<file path="src/rtl/seq_uart_pkg.sv">
// Shared types and frame constants for the sequence UART transmitter.
package seq_uart_pkg;

  typedef enum logic [1:0] {IDLE, START, DATA, STOP} tx_state_t;

  localparam int FRAME_BITS = 10;
  // Start and stop bits frame the payload.
  localparam int DATA_BITS  = FRAME_BITS - 2;

endpackage

</file>
<file path="src/rtl/seq_sync_fifo.sv">
// Synchronous FIFO with first-word-fall-through read; pointers wrap modulo DEPTH.
module seq_sync_fifo #(
  parameter int DEPTH = 8,
  parameter int WIDTH = 8
) (
  input  logic                     clk,
  input  logic                     reset,
  input  logic                     push,
  input  logic                     pop,
  input  logic [WIDTH-1:0]         wdata,
  output logic [WIDTH-1:0]         rdata,
  output logic [$clog2(DEPTH):0]   count,
  output logic                     full,
  output logic                     empty
);

  localparam int AW = $clog2(DEPTH);

  logic [WIDTH-1:0] mem_q [DEPTH];
  logic [AW-1:0]    wr_ptr_q, rd_ptr_q;
  logic [AW:0]      count_q;
  logic             push_ok, pop_ok;

  // Guard here as well so the count can never over- or underflow.
  assign pop_ok  = pop & ~empty;
  assign push_ok = push & (~full | pop_ok);

  always_ff @(posedge clk) begin
    if (reset) begin
      wr_ptr_q <= '0;
      rd_ptr_q <= '0;
      count_q  <= '0;
    end else begin
      if (push_ok) wr_ptr_q <= wr_ptr_q + 1'b1;
      if (pop_ok)  rd_ptr_q <= rd_ptr_q + 1'b1;
      case ({push_ok, pop_ok})
        2'b10:   count_q <= count_q + 1'b1;
        2'b01:   count_q <= count_q - 1'b1;
        default: count_q <= count_q;
      endcase
    end
  end

  always_ff @(posedge clk) begin
    if (push_ok) mem_q[wr_ptr_q] <= wdata;
  end

  assign rdata = mem_q[rd_ptr_q];
  assign count = count_q;
  assign full  = (count_q == (AW+1)'(DEPTH));
  assign empty = (count_q == '0);

endmodule

</file>
<file path="src/rtl/seq_uart_tx.sv">
// Buffers 8-bit sequence samples and serialises them as 8N1 UART frames on tx.
module seq_uart_tx
  import seq_uart_pkg::*;
#(
  parameter int CLKS_PER_BIT = 16,
  parameter int DEPTH        = 8
) (
  input  logic                   clk,
  input  logic                   reset,
  input  logic                   sample_valid,
  input  logic [7:0]             sample_data,
  input  logic                   ovf_clear,
  output logic                   tx,
  output logic                   busy,
  output logic [$clog2(DEPTH):0] fifo_count,
  output logic                   full,
  output logic                   overflow
);

  localparam int              BW        = $clog2(CLKS_PER_BIT);
  localparam logic [BW-1:0]   BAUD_LAST = BW'(CLKS_PER_BIT - 1);
  localparam logic [2:0]      BIT_LAST  = 3'(DATA_BITS - 1);

  tx_state_t     state_q, state_d;
  logic [BW-1:0] baud_q, baud_d;
  logic [2:0]    bit_q, bit_d;
  logic [7:0]    shift_q, shift_d;
  logic          tx_q, tx_d;
  logic          ovf_q, ovf_d;

  logic          pop, push, empty, baud_done;
  logic [7:0]    head;

  assign push = sample_valid & (~full | pop);

  seq_sync_fifo #(
    .DEPTH (DEPTH),
    .WIDTH (8)
  ) u_fifo (
    .clk   (clk),
    .reset (reset),
    .push  (push),
    .pop   (pop),
    .wdata (sample_data),
    .rdata (head),
    .count (fifo_count),
    .full  (full),
    .empty (empty)
  );

  assign baud_done = (baud_q == BAUD_LAST);

  always_comb begin
    state_d = state_q;
    baud_d  = baud_q;
    bit_d   = bit_q;
    shift_d = shift_q;
    pop     = 1'b0;
    tx_d    = 1'b1;

    case (state_q)
      IDLE: begin
        if (!empty) begin
          pop     = 1'b1;
          shift_d = head;
          bit_d   = '0;
          baud_d  = '0;
          state_d = START;
        end
      end
      START: begin
        if (baud_done) begin
          baud_d  = '0;
          state_d = DATA;
        end else begin
          baud_d = baud_q + 1'b1;
        end
      end
      DATA: begin
        if (baud_done) begin
          baud_d = '0;
          if (bit_q == BIT_LAST) begin
            state_d = STOP;
          end else begin
            bit_d   = bit_q + 1'b1;
            shift_d = {1'b0, shift_q[7:1]};
          end
        end else begin
          baud_d = baud_q + 1'b1;
        end
      end
      STOP: begin
        if (baud_done) begin
          baud_d  = '0;
          state_d = IDLE;
        end else begin
          baud_d = baud_q + 1'b1;
        end
      end
      default: state_d = IDLE;
    endcase

    // tx is derived from the next state so the registered pin lines up with the state.
    case (state_d)
      START:   tx_d = 1'b0;
      DATA:    tx_d = shift_d[0];
      default: tx_d = 1'b1;
    endcase

    // A drop outranks a simultaneous clear.
    if (sample_valid && !push) ovf_d = 1'b1;
    else if (ovf_clear)        ovf_d = 1'b0;
    else                       ovf_d = ovf_q;
  end

  always_ff @(posedge clk) begin
    if (reset) begin
      state_q <= IDLE;
      baud_q  <= '0;
      bit_q   <= '0;
      shift_q <= '0;
      tx_q    <= 1'b1;
      ovf_q   <= 1'b0;
    end else begin
      state_q <= state_d;
      baud_q  <= baud_d;
      bit_q   <= bit_d;
      shift_q <= shift_d;
      tx_q    <= tx_d;
      ovf_q   <= ovf_d;
    end
  end

  assign tx       = tx_q;
  assign busy     = (state_q != IDLE);
  assign overflow = ovf_q;

endmodule

</file>
<file path="config.mk">
export PLATFORM = sky130hd
export DESIGN_NAME = seq_uart_tx
export DESIGN_NICKNAME = d
export VERILOG_FILES = /design/src/rtl/seq_uart_pkg.sv /design/src/rtl/seq_sync_fifo.sv /design/src/rtl/seq_uart_tx.sv
export SDC_FILE = /design/constraint.sdc
export NUM_CORES = 1
export LEC_CHECK = 0
export CORE_UTILIZATION = 40
export DETAILED_ROUTE_END_ITERATION = 8
export DONT_BUFFER_PORTS = 1
export SYNTH_ARGS = -nofsm -noshare
export SYNTH_HDL_FRONTEND = slang
export SYNTH_SLANG_ARGS = --single-unit
</file>
<file path="constraint.sdc">
create_clock -name clk -period 2.8 [get_ports clk]
set_input_delay 0.56 -clock clk [delete_from_list [all_inputs] [get_ports clk]]
set_output_delay 0.56 -clock clk [all_outputs]
set_load 0.02 [all_outputs]
</file>
==> results of run 1 <==
cells in the mapped netlist, drive strengths merged, types with 2 or more instances:
| cell | instances |
|---|---|
| nor4 | 2 |
| nor3 | 6 |
| mux4 | 16 |
| nor2b | 3 |
| edfxtp | 64 |
| o211ai | 2 |
| clkbuf | 6 |
| ha | 8 |
| mux2i | 4 |
| inv | 4 |
| mux2 | 10 |
| dfxtp | 32 |
| nand3b | 2 |
| or3 | 2 |
| nand2b | 3 |
| nor3b | 3 |
| a21oi | 18 |
| nand3 | 5 |
| a22oi | 7 |
| xor2 | 7 |
| nor2 | 22 |
| buf | 9 |
| a221oi | 2 |
| nand2 | 13 |
| o21ai | 8 |
stage by stage:
step | util | hold slack (ns) | instance area, um2 | setup WS (ns)
final | 0.454 | 0.258 | 4400 | 0.279
after CTS | 0.454 | 0.234 | 4400 | 0.277
after global placement | 0.432 | 0.436 | 4180 | 0.342
after global routing | 0.454 | 0.228 | 4400 | 0.0866
after floorplan | - | 0.436 | 3970 | 0.267
after detailed placement | 0.432 | 0.450 | 4180 | 0.319
cell families (layout without fill, tap and decap cells):
group                      Yosys count  count (layout)  synth area share
DFF                                 96              96             0.645
and+or+nand+nor                     68              68            0.0885
AOI/OAI and AO/OA                   41              41            0.0699
muxes                               30              30             0.129
buffers and inverters               19              36            0.0243
adders and majority gates            8               8            0.0252
xor gates and xnor gates             8               8            0.0176
routing by layer:
layer | routed length [um] | part of all wire
met1 | 3320 | 0.46
met2 | 3570 | 0.49
met3 | 271 | 0.038
met4 | 48 | 0.0067
met5 | 0 | 0
cell type report:
| cell class | instances | area, um2 |
|---|---|---|
| clock buffer | 9 | 124 |
| clock inverter | 7 | 90.1 |
| fill | 869 | 5290 |
| inverter | 4 | 15.0 |
| multi-input combinational | 155 | 1320 |
| sequential | 96 | 2560 |
| tap | 133 | 166 |
| timing repair buffer | 16 | 120 |
final timing paths:
path | endpoint | slack (ns) | cells past startpoint
worst max register to register | u_fifo.count[2] | 0.28 | 9
worst min-delay path | u_fifo.wr_ptr_q[2] | 0.26 | 1
worst min register to register | bit_q[1] | 0.46 | 2
worst max-delay path | u_fifo.count[2] | 0.28 | 9
sequential cells by signal, indices dropped and copies added, names as in the netlist, named ones only:
register / flops
state_q: 2
u_fifo.mem_q: 64
overflow: 1
u_fifo.rd_ptr_q: 3
u_fifo.wr_ptr_q: 3
bit_q: 3
tx: 1
baud_q: 4
u_fifo.count: 4
shift_q: 8
where the power goes:
| group | switching [mW] | internal [mW] | total [mW] |
|---|---|---|---|
| logic | 0.545 | 0.495 | 1.04 |
| clock network | 0.534 | 0.442 | 0.976 |
| registers | 0.134 | 1.67 | 1.81 |
==> impl_summary.txt, run 1 <==
----------------------------------------------------
[Clock network]
  Setup Fix Bufs, Post-CTS ... 0
  Clock-pin slew on the worst setup and hold paths ... 0.10 ns
  Number of H-tree levels ... 3
  Clock tree root driver cell ... clkbuf_8
  TritonCTS sink count ... 96
  Cells resized by post-CTS repair ... 0
  CTS hold repair buffers ... 0
  Total clock buffers created by CTS ... 9
  Clock tree from TritonCTS ... yes
  Maximum number of buffers from clock root to sink ... 2
  Clk Latency, worst-skew pair ... approximately 0.36 ns

[STA]
  Final critical path time including I/O delays and setup ... roughly 2.5 ns
  Fmax ... between 300 and 400 MHz
  Final clock period utilization by the worst path ... 0.900
  Total negative slack for setup checks ... 0 ns
  Measured slew at the worst slew-check pin ... roughly 0.96 ns
  Slew Viols, Final ... 0
  Number of hold violations in the final report ... 0
  Worst Clk Skew ... a little over 0.01 ns
  Unrepaired setup endpoints after global routing ... false
  Max transition margin ... 0.359
  Final setup vio count ... 0

[Logic synthesis]
  Count of yosys warnings during synthesis ... 0
  Flip-flop cell with the highest count after synthesis ... edfxtp_1
  Distinct cell type count of the synthesized netlist ... 43
  Post-synth EDFFs ... 64
  Most area-hungry cell type in the Yosys netlist ... edfxtp_1
  Fraction of synthesis flops using an asynchronous set or reset pin ... 0
  Synthesized netlist net count ... 290
  Cells taking the most area after synthesis ... edfxtp_1 48%, dfxtp_1 16%, mux4_2 9.1%
  Post-synthesis cell area ... slightly below 4000 um2
  Top-area cell type share of the netlist area ... 0.484
  Yosys reg bits ... 96
  Mean instance size in the synthesized netlist ... 14.7 um2
  Portion of the post-synthesis area used by sequential elements ... 0.645
  Post-synthesis cell count ... 270

[Floorplan]
  Core outline area ... 9680 um2
  Number of rows created at floorplan ... 36
  Die outline height ... a little over 100 um
  Die X ... between 100 and 150 um
  Number of ports placed on the die boundary ... 20
  Effective utilization at floorplan ... 0.410
  Die area ... approximately 10,000 um2

[Critical path]
  Kind of start point of the critical path ... register
  Kind of end point of the critical path ... register
  Worst endpoint required time ... around 3.1 ns
  Worst Setup Path Type ... register to register
  Largest delay share family, worst path ... simple AND/OR/NAND/NOR gates
  CP max stage delay ... approximately 0.56 ns
  Launch instance of the worst register-to-register path ... u_fifo.count[3]
  Arrival @ worst endpoint ... about 2.8 ns
  Largest fanout on the critical path ... 6
  Worst setup path start ... u_fifo.count[3]
  CP Cell Sequence ... or4b_4, o21ai_4, ha_1, xor2_1, ha_1, a21oi_1, xor2_1, or3_1, a21oi_1
  Worst path slowest cell ... or4b_4
  Combined buffer and inverter count along the critical path ... 0

[Layout]
  Cell Count, Final, Fillers Out ... 420
  Most frequent standard cell in the layout excluding fill and tap cells ... edfxtp_1
  Final layout net count ... about 300
  Number of inserted diodes ... 0
  Share of layout cells above drive strength 1 ... 0.223
  Synth-to-layout area growth ... 10.7%
  Commonest cells after routing, fill and taps aside ... 64 x edfxtp_1, 32 x dfxtp_1, 22 x nor2_1

[Detailed routing]
  Starting DRT DRC Count ... 84
  Total DRC errors in the routed layout ... 0
  Final WL ... around 7200 um
  DR vias/cell ... a little over 5
  Detailed Routing Iterations Pass 1 ... 4
  Detailed-route wire length per cell ... ~17 um
  Remaining number of nets flagged by the antenna check after routing ... 0
  Vias after detailed routing ... 2,158

[Place]
  Routability-driven placement congestion ratio ... ~0.71
  Cell Count Post-Placement ... between 400 and 500
  Estimated wirelength of the detail-placed design ... roughly 4500 um
  Count of input and output buffers ... 0

[Outcome]
  Result of the run ... complete, no violations

[Global routing]
  Vias in the first global route ... roughly 2,100
  Pin count of the biggest net entering global routing ... 32
  First-pass GRT wire length ... 11,400 um
  Antenna violations before repair ... 0
  Total routing usage reported by global routing ... 0.154
  Remaining Overflow, GRT ... 0
  Met2 track demand over resource ... 0.252
  GRT met1 Usage ... 0.198
  Met3 Track Usage GR ... 0.0428
  Global route hottest layer ... met2

[Power]
  Peak supply drop ... around 0.36 mV
  Power density over cell area ... between 800 and 900 nW/um2
  Overall power consumption ... between 3 and 4 mW
  Lkg Pwr ... 1.53 nW

[Worst hold path]
  Class of the most critical hold timing path ... primary input to register
  Start point of the worst min-delay path ... reset

[Flow run]
  Max Cap Viol ... 0

----------------------------------------------------
(Power assumes the default switching activity.)
==> inputs of run 2 (changes only) <==
- SKIP_CTS_REPAIR_TIMING: not set -> 1
==> results of run 2 <==
No change in the layout: final DEF, timing and power equal those of run 1.
==> inputs of run 3 (changes only) <==
- CORE_ASPECT_RATIO: not set -> 0.5
==> impl_summary.txt, run 3 (synthesized netlist as in run 1, its figures left out) <==
----------------------------------------------------
[Place]
  Placement-stage worst setup slack ... 0.265 ns (-0.0543 ns)
  Estimated wirelength of the detail-placed design ... 4480 um (-1.2%)
  Count of input and output buffers ... 0 (unchanged)
  Instance area at placement ... 4160 um2 (-0.63%)
  Routability-driven placement congestion ratio ... 0.735 (+3.5%)

[STA]
  Max transition margin ... 0.395 (+0.0365)
  Slew Viols, Final ... 0 (unchanged)
  Worst Hold Slack ... 0.282 ns (+0.0235 ns)
  Final clock period utilization by the worst path ... 0.931 (+0.0310)
  Worst Clk Skew ... 0.00503 ns (-0.00513 ns)
  Final setup vio count ... 0 (unchanged)
  Final critical path time including I/O delays and setup ... 2.61 ns (+0.0869 ns)
  Number of hold violations in the final report ... 0 (unchanged)
  Post-layout worst setup margin ... 0.192 ns (-0.0869 ns)
  Measured slew at the worst slew-check pin ... 0.904 ns (-0.0546 ns)
  Fmax ... 383 MHz (-3.3%)

[Layout]
  Synth-to-layout area growth ... 11.4%
  Most frequent standard cell in the layout excluding fill and tap cells ... edfxtp_1
  Largest register FFs ... 64 (unchanged)
  Leading registers by flop count ... u_fifo.mem_q: 64 flops, shift_q: 8 flops
  Register bank with the most flops ... u_fifo.mem_q
  Share of layout cells above drive strength 1 ... 0.201 (-0.0216)
  Fillers ... 828 (-4.7%)
  Number of inserted diodes ... 0 (unchanged)
  Final layout net count ... 299 (-0.99%)
  Commonest cells after routing, fill and taps aside ... 64 x edfxtp_1, 32 x dfxtp_1, 22 x nor2_1
  Final Instance Area ... 4430 um2 (+0.65%)

[Detailed routing]
  Total DRC errors in the routed layout ... 0 (unchanged)
  Vias after detailed routing ... 2,195 (+1.7%)
  Starting DRT DRC Count ... 131 (+56%)
  DR vias/cell ... 5.25 (+2.2%)
  Detailed Routing Iterations Pass 1 ... 4 (unchanged)
  Remaining number of nets flagged by the antenna check after routing ... 0 (unchanged)
  Detailed-route wire length per cell ... 16.8 um (-2.2%)
  Final WL ... 7020 um (-2.7%)

[Critical path]
  Worst reg2reg path depth ... 9 (unchanged)
  Worst endpoint required time ... 3.07 ns (-0.03 ns)
  Worst Setup Path Type ... register to register
  Kind of start point of the critical path ... register
  Kind of end point of the critical path ... register
  Largest fanout on the critical path ... 6 (unchanged)
  Arrival @ worst endpoint ... 2.88 ns (+0.06 ns)

[Clock network]
  Clock-pin slew on the worst setup and hold paths ... 0.06 ns (-0.04 ns)
  Clock tree root driver cell ... clkbuf_16
  TritonCTS sink count ... 96 (unchanged)
  Number of H-tree levels ... 3 (unchanged)
  Maximum number of buffers from clock root to sink ... 2 (unchanged)
  Clock tree from TritonCTS ... yes
  Total clock buffers created by CTS ... 9 (unchanged)
  Clk Latency, worst-skew pair ... 0.34 ns (-0.02 ns)

[Floorplan]
  Effective utilization at floorplan ... 0.416 (+0.00618)
  Die X ... 143 um (+41%)
  Number of rows created at floorplan ... 25 (-31%)
  Core outline area ... 9540 um2 (-1.5%)
  Die outline height ... 72.5 um (-29%)
  Number of ports placed on the die boundary ... 20 (unchanged)
  Die area ... 10,400 um2 (+0.23%)

[Power]
  Overall power consumption ... 3.95 mW (+3.3%)
  Combinational cell fraction of total power ... 0.253 (-0.019)
  Internal power summed over all cells ... 2.76 mW (+5.7%)
  Clock power share ... 0.279 (+0.024)
  Power density over cell area ... 892 nW/um2 (+2.6%)
  Peak supply drop ... 0.306 mV (-16%)
  Lkg Pwr ... 1.53 nW (+0.11%)
  Fraction of power spent switching nets ... 0.301 (-0.0164)
  Sequential group share of total power ... 0.468 (-0.005)
  Switching Power ... 1.19 mW (-2.1%)

[Outcome]
  Result of the run ... complete, no violations

[Worst hold path]
  Class of the most critical hold timing path ... primary input to register
  Depth of the worst hold-timing path ... 1 (unchanged)

[Global routing]
  Antenna violations before repair ... 0 (unchanged)
  Vias in the first global route ... 2,122 (+0.62%)
  Remaining Overflow, GRT ... 0 (unchanged)
  Pin count of the biggest net entering global routing ... 32 (unchanged)
  Total routing usage reported by global routing ... 0.152 (-0.00211)
  First-pass GRT wire length ... 11,200 um (-2.2%)

[Flow run]
  Max Cap Viol ... 0 (unchanged)

----------------------------------------------------
## run 3: cell types whose count changed in the layout (fill, tap and decap cells not counted)
| cell | before | now |
|---|---|---|
| buf_4 | 16 | 13 |
| inv_8 | 3 | 0 |
| clkbuf_16 | 0 | 9 |
| clkbuf_1 | 0 | 1 |
| inv_6 | 3 | 1 |
| bufinv_16 | 1 | 0 |
| clkinv_1 | 0 | 2 |
| clkinv_4 | 0 | 2 |
| clkbuf_8 | 9 | 0 |
## run 3: final timing paths
path / from / endpoint / slack [ns]
hold reg to reg: bit_q[1] / bit_q[1] / 0.46
setup / recovery: u_fifo.count[3] / u_fifo.count[2] / 0.19
hold / removal: reset / u_fifo.wr_ptr_q[1] / 0.28
setup reg to reg: u_fifo.count[3] / u_fifo.count[2] / 0.19
## run 3: worst max-delay path, cell delays in order (launching register included)
cell and delay [ns]:
dfxtp_1 0.55, or4b_4 0.56, o21ai_4 0.15, ha_1 0.27, xor2_1 0.20, ha_1 0.17
a21oi_1 0.05, xor2_1 0.17, or3_1 0.31, a21oi_1 0.14
## run 3: power by group through the flow
stage,clock [mW],combinational [mW],sequential [mW]
global route,1.19,1.11,1.87
CTS,1.14,1.01,1.85
global placement,0,0.981,1.86
finish,1.10,0.998,1.85
detailed placement,0,1.00,1.88
floorplan,0,0.834,1.82
## run 3: routing by layer
layer,wire length [um],GRT usage,part of all wire
met5,0,0,0
met3,398,0.0667,0.057
met2,3170,0.236,0.45
met4,59,0.0418,0.0084
met1,3390,0.194,0.48
## run 3: per-stage QoR
step	TNS [ns]	std cells	util
3_3_place_gp	0	403	0.436
2_1_floorplan	0	270	-
6_report	0	418	0.464
4_1_cts	0	418	0.463
3_5_place_dp	0	403	0.436
5_1_grt	-0.000203	418	0.464
## run 3: area by class of cell
type | count | area [um2] | share of cell area
tap | 135 | 169 | 0.0382
inverter | 4 | 15.0 | 0.00339
clock inverter | 5 | 33.8 | 0.00763
timing repair buffer | 13 | 97.6 | 0.0221
clock buffer | 10 | 229 | 0.0517
multi-input combinational | 155 | 1320 | 0.298
sequential | 96 | 2560 | 0.579
